**src/rtl/mic1_mem_pkg.sv**
```systemverilog
`default_nettype none
// ============================================================
// Module : mic1_mem_pkg -- shared encodings for mic1_mem_ctrl
// Rev    : 1.0  initial release
// ============================================================
package mic1_mem_pkg;

   typedef enum logic [1:0] {
      IDLE = 2'd0,
      ADDR = 2'd1,
      DATA = 2'd2,
      DONE = 2'd3
   } state_t;

   localparam logic [1:0] c_KIND_IDLE  = 2'b00;
   localparam logic [1:0] c_KIND_ADDR  = 2'b01;
   localparam logic [1:0] c_KIND_WDATA = 2'b10;
   localparam logic [1:0] c_KIND_RDATA = 2'b11;

   localparam logic REQ_IFU = 1'b0;
   localparam logic REQ_DAT = 1'b1;

   // Byte idx of a word, idx 0 = least-significant byte.
   function automatic logic [7:0] byte_sel(input logic [31:0] word, input logic [1:0] idx);
      return word[{idx, 3'b000} +: 8];
   endfunction

endpackage
`default_nettype wire

```
**src/rtl/mic1_mem_arb.sv**
```systemverilog
`default_nettype none
// ============================================================
// Module : mic1_mem_arb -- 2-way fetch/data arbiter
//          (round-robin when MIC1_MEM_RR_ARB_EN is defined)
// Rev    : 1.0  initial release
// ============================================================
module mic1_mem_arb
   import mic1_mem_pkg::*;
(
   input  logic clk,
   input  logic rst_n,
   input  logic qual,
   input  logic ifu_req,
   input  logic dat_req,
   output logic grant,
   output logic grant_id
);

   logic r_last_dat;
   logic w_tie_to_ifu;

`ifdef MIC1_MEM_RR_ARB_EN
   assign w_tie_to_ifu = r_last_dat;
`else
   logic w_unused_last;
   assign w_unused_last = r_last_dat;
   assign w_tie_to_ifu  = 1'b0;
`endif

   assign grant    = qual & (ifu_req | dat_req);
   assign grant_id = (dat_req & ~(ifu_req & w_tie_to_ifu)) ? REQ_DAT : REQ_IFU;

   // Resets to "fetch last" so data takes the first tie.
   always_ff @(posedge clk or negedge rst_n) begin
      if (!rst_n)
         r_last_dat <= 1'b0;
      else if (grant)
         r_last_dat <= (grant_id == REQ_DAT);
   end

endmodule
`default_nettype wire

```
**src/rtl/mic1_mem_ctrl.sv**
```systemverilog
`default_nettype none
// ============================================================
// Module : mic1_mem_ctrl -- serialises MIC-1 fetch/data accesses onto
//          an 8-bit bus; option macro MIC1_MEM_RR_ARB_EN (arbiter)
// Rev    : 1.0  initial release
// ============================================================
module mic1_mem_ctrl
   import mic1_mem_pkg::*;
(
   input  logic        clk,
   input  logic        rst_n,
   input  logic        ena,
   input  logic        ifu_req,
   input  logic [31:0] ifu_addr,
   output logic        ifu_done,
   output logic [7:0]  mbr_data,
   input  logic        dat_req,
   input  logic        dat_we,
   input  logic [31:0] dat_addr,
   input  logic [31:0] dat_wdata,
   output logic        dat_done,
   output logic [31:0] mdr_rdata,
   output logic        busy,
   output logic        ext_valid,
   input  logic        ext_ready,
   output logic [1:0]  ext_kind,
   output logic        ext_size,
   output logic [7:0]  ext_out,
   input  logic [7:0]  ext_in
);

   state_t      r_state;
   state_t      w_state_next;
   logic [1:0]  r_bc;
   logic        r_id;
   logic        r_we;
   logic [31:0] r_addr;
   logic [31:0] r_wdata;
   logic [31:0] r_rbuf;
   logic        w_grant;
   logic        w_grant_id;
   logic        w_xfer;
   logic        w_last_byte;
   logic [1:0]  w_unused_addr_hi;

   assign w_unused_addr_hi = dat_addr[31:30];

   mic1_mem_arb u_arb (
      .clk      (clk),
      .rst_n    (rst_n),
      .qual     (ena && (r_state == IDLE)),
      .ifu_req  (ifu_req),
      .dat_req  (dat_req),
      .grant    (w_grant),
      .grant_id (w_grant_id)
   );

   assign w_xfer      = ena & ext_valid & ext_ready;
   assign w_last_byte = (r_id == REQ_DAT) ? (r_bc == 2'd3) : (r_bc == 2'd0);

   always_ff @(posedge clk or negedge rst_n) begin
      if (!rst_n)
         r_state <= IDLE;
      else
         r_state <= w_state_next;
   end

   // Every transition is qualified by ena, so ena low holds the state.
   always_comb begin
      w_state_next = r_state;
      case (r_state)
         IDLE:    if (w_grant) w_state_next = ADDR;
         ADDR:    if (w_xfer && (r_bc == 2'd3)) w_state_next = DATA;
         DATA:    if (w_xfer && w_last_byte) w_state_next = DONE;
         DONE:    if (ena) w_state_next = IDLE;
         default: w_state_next = IDLE;
      endcase
   end

   always_ff @(posedge clk or negedge rst_n) begin
      if (!rst_n) begin
         r_bc      <= 2'd0;
         r_id      <= REQ_IFU;
         r_we      <= 1'b0;
         r_addr    <= 32'd0;
         r_wdata   <= 32'd0;
         r_rbuf    <= 32'd0;
         mdr_rdata <= 32'd0;
         mbr_data  <= 8'd0;
      end else if (ena) begin
         if (w_state_next != r_state)
            r_bc <= 2'd0;
         else if (w_xfer)
            r_bc <= r_bc + 2'd1;
         if (w_grant) begin
            r_id    <= w_grant_id;
            r_addr  <= (w_grant_id == REQ_DAT) ? {dat_addr[29:0], 2'b00} : ifu_addr;
            r_we    <= (w_grant_id == REQ_DAT) & dat_we;
            r_wdata <= dat_wdata;
         end
         if (w_xfer && (r_state == DATA) && !r_we) begin
            r_rbuf[{r_bc, 3'b000} +: 8] <= ext_in;
            if (w_last_byte) begin
               if (r_id == REQ_DAT)
                  mdr_rdata <= {ext_in, r_rbuf[23:0]};
               else
                  mbr_data  <= ext_in;
            end
         end
      end
   end

   always_comb begin
      ext_valid = 1'b0;
      ext_kind  = c_KIND_IDLE;
      ext_out   = 8'h00;
      ext_size  = (r_state != IDLE) && (r_id == REQ_DAT);
      busy      = (r_state != IDLE);
      ifu_done  = (r_state == DONE) && (r_id == REQ_IFU);
      dat_done  = (r_state == DONE) && (r_id == REQ_DAT);
      case (r_state)
         ADDR: begin
            ext_valid = 1'b1;
            ext_kind  = c_KIND_ADDR;
            ext_out   = byte_sel(r_addr, r_bc);
         end
         DATA: begin
            ext_valid = 1'b1;
            if (r_we) begin
               ext_kind = c_KIND_WDATA;
               ext_out  = byte_sel(r_wdata, r_bc);
            end else begin
               ext_kind = c_KIND_RDATA;
            end
         end
         default: ;
      endcase
   end

endmodule
`default_nettype wire

```
**config.mk**
```make
export PLATFORM = sky130hd
export DESIGN_NAME = mic1_mem_ctrl
export DESIGN_NICKNAME = d
export VERILOG_FILES = /design/src/rtl/mic1_mem_pkg.sv /design/src/rtl/mic1_mem_arb.sv /design/src/rtl/mic1_mem_ctrl.sv
export SDC_FILE = /design/constraint.sdc
export NUM_CORES = 1
export LEC_CHECK = 0
export CORE_MARGIN = 2
export CORE_UTILIZATION = 49
export CTS_CLUSTER_DIAMETER = 200
export CTS_CLUSTER_SIZE = 24
export DETAILED_ROUTE_END_ITERATION = 10
export HOLD_SLACK_MARGIN = 0.12
export PLACE_DENSITY = 0.8
export SYNTH_ARGS = -nofsm -noshare
export SYNTH_HDL_FRONTEND = slang
export SYNTH_SLANG_ARGS = --single-unit
export TNS_END_PERCENT = 5
```
**constraint.sdc**
```tcl
create_clock -name clk -period 2.5 [get_ports clk]
set_input_delay 0.5 -clock clk [delete_from_list [all_inputs] [get_ports clk]]
set_output_delay 0.5 -clock clk [all_outputs]
set_load 0.01 [all_outputs]
```
==> out/metrics.cfg <==
[cts]
insertion_delay_ps=410
htree_levels=4
clkTransAtPathRegs_ps=60
clock-sinks=134
cts_tree=built
cts_buffer_depth=2
cts_root_buffer=clkbuf_16
cts_made_buffers=17

[placement]
dp_hpwl_um=11100
io_buffers=163
place.gp.congestion=0.788
placed_cells=884

[floorplanning]
die_area_um2=14000
initial_core_util=0.504
core-area_um2=12700
pin_count=166
die_y_um=118
die_x_um=118
rows=41

[drt]
route.detailed.wl_per_inst_um=16.9
wl_um=15600
drt_pass1_iterations=4
vias=4879
ant_nets=0
viasPerCell=5.30
drcViolationCount=0
drt_iter0_drc=338

[logic_synthesis]
synth_xor_area_frac=0
synth-compound-area-share=0.0777
async_flop_share=1.00
synth_warnings=0
netlist_area_um2=6410
synthAdderAreaFrac=0.0176
ys_ff_latch=134
synth.net_count=686
synth_sequential_area_ratio=0.523
synth.avg_cell_area_um2=11.3
syn_inst=566
synth-main-ff-cell=dfrtp_1
muxShareOfSynthArea=0.194
synthSimpleGateAreaFrac=0.135
synth_top_family_by_area=multiplexers
synth_edf_count=0
ys_types=47

[setup_path]
ff2ff_setup_slack_ps=360
critPathMaxFanout=4
cp_data_required_time_ps=2000
path_class=flop to output port
r2r_end=mdr_rdata[0]
crit_arrival_ps=2030
cp_slowest_stage_delay_ps=520
startpoint_type=flop
crit_chain=buf_12 > buf_6 > mux4_2 > a32oi_1 > nor2b_1 > buf_2
cp-startpoint=r_bc[0]
endpoint=ext_out[2]
end_kind=output port
r2r_start=r_state[1]
slowest_stage=mux4_2
reg2reg_depth=6

[timing]
hold_violations=0
slew_violations=0
period_share=1.01
finalSetupViolCount=4
slew_headroom=0.638
finClkSkew_ps=6.67
layout_setup_ws_ps=-27.0
tightest_slew_ps=540
rsz0062_at_grt=true
fmax_mhz=396
finalCriticalPeriod_ps=2530

[finish]
instances_no_fill=921
drive_gt1_frac=0.186
final_cell_mix=152 x clkdlybuf4s50_1, 147 x nand2_1, 132 x dfrtp_1, 56 x o21ai_0, 31 x mux2i_1
area_growth_pct=39.2
n_fill_cell=939
final_common_cell=clkdlybuf4s50_1
diodes=0
nets=857
post-route-util=0.701

[hold_path]
hp-class=input port to flop

[job]
maxCapViolations=0

[grt]
grt-ovfl-total=0
grt_max_degree=99
antenna_found_initial=0
grt_pass1_wl_um=25200
grt_pass1_vias=5111
track_usage=0.230

[run_status]
outcome=finished with violations
violations=setup timing

[pwr]
powerDensity_nw_per_um2=885
p_total_w=0.00790
irDropWorstVdd_mv=0.595
leakagePower_nw=4.12

-- worst min-delay path by stage --
| stage | end | start | depth (start not counted) | slack, ps |
|---|---|---|---|---|
| 2_1_floorplan | mbr_data[0] | rst_n | 0 | 200 |
| 3_3_place_gp | r_wdata[16] | r_wdata[16] | 2 | 450 |
| 3_5_place_dp | r_wdata[23] | r_wdata[23] | 2 | 460 |
| 4_1_cts | r_we | dat_req | 3 | 440 |
| 5_1_grt | r_we | dat_req | 3 | 470 |
| 6_report | r_we | dat_req | 3 | 450 |
-- synth_stat cells, types with 3 or more instances --
| cell | instances | area [um2] |
|---|---|---|
| nor2_1 | 3 | 11.3 |
| mux2_2 | 10 | 113 |
| nand2_1 | 147 | 552 |
| nand2b_1 | 4 | 25.0 |
| a32oi_1 | 8 | 70.1 |
| mux2_4 | 30 | 450 |
| nor2b_1 | 11 | 68.8 |
| mux2i_1 | 31 | 310 |
| clkbuf_1 | 18 | 67.6 |
| buf_12 | 3 | 60.1 |
| o21ai_0 | 56 | 280 |
| nand3_1 | 17 | 85.1 |
| buf_2 | 8 | 40.0 |
| buf_6 | 6 | 67.6 |
| dfrtp_1 | 134 | 3350 |
| and3_1 | 3 | 18.8 |
| inv_1 | 21 | 78.8 |
| ha_1 | 9 | 113 |
| mux4_2 | 16 | 360 |
-- per-layer routing --
layer / part of all wire / wire (um) / vias to the layer above / GRT usage
met5: 0 / 0 / - / 0
met4: 0.018 / 284 / 0 / 0.0707
met3: 0.065 / 1010 / 22 / 0.0642
met2: 0.52 / 8070 / 180 / 0.397
met1: 0.40 / 6250 / 2385 / 0.280
li1: - / - / 2292 / -
-- cell families after synthesis --
group | count (synthesis)
multiplexers | 88
buffers and inverters | 59
AO/OA/AOI/OAI | 79
AND/OR/NAND/NOR | 197
flip-flops | 134
adder cells (fa/ha/maj) | 9
-- flip-flops by register name (all words and copies together), names as in the netlist --
name	flops
mdr_rdata	32
r_addr	32
r_wdata	32
r_rbuf	24
mbr_data	8
r_bc	2
r_state	2
r_id	1
r_we	1
-- area by class of cell --
type,instances,area [um2],area share
tap,172,215,0.0241
timing repair buffer,190,1890,0.211
inverter,21,81.3,0.00912
multi-input combinational,373,2780,0.312
clock inverter,14,178,0.0199
clock buffer,17,425,0.0477
sequential,134,3360,0.376
-- where the power goes --
part           total, W  internal [W]  leakage (nW)  switching (W)
Combinational   0.00233       0.00120          2.16        0.00114
Sequential      0.00303       0.00269          1.68       0.000335
Clock           0.00254       0.00157         0.282       0.000964
Total           0.00790       0.00546          4.12        0.00244
-- stage by stage --
step                setup WS [ps]  setup TNS, ps  area (um2)  hold slack [ps]
floorplan                     372              0        6410              204
global placement             74.9              0        8230              453
detailed placement           77.6              0        8230              459
CTS                          -128           -444        8950              438
global route                 -117           -656        8920              467
finish                      -27.0          -67.4        8920              454
-- critical path: cells and delay by family, from the launching register on --
family	cells	cell delay (ps)
DFF	1	410
and+or+nand+nor	1	90
AOI/OAI and AO/OA	1	220
buffers and inverters	3	370
muxes	1	520
-- what timing repair did --
item                                    in CTS  in global routing
gates resized for setup                     45                  6
endpoints found under the hold margin       58                  0
hold buffers                                 1                  0
setup buffers                                6                  0
pin swaps                                    6                  4
endpoints found under the setup margin      12                 10
cloned                                       1                  0
Power figures use the tool's default switching activity.
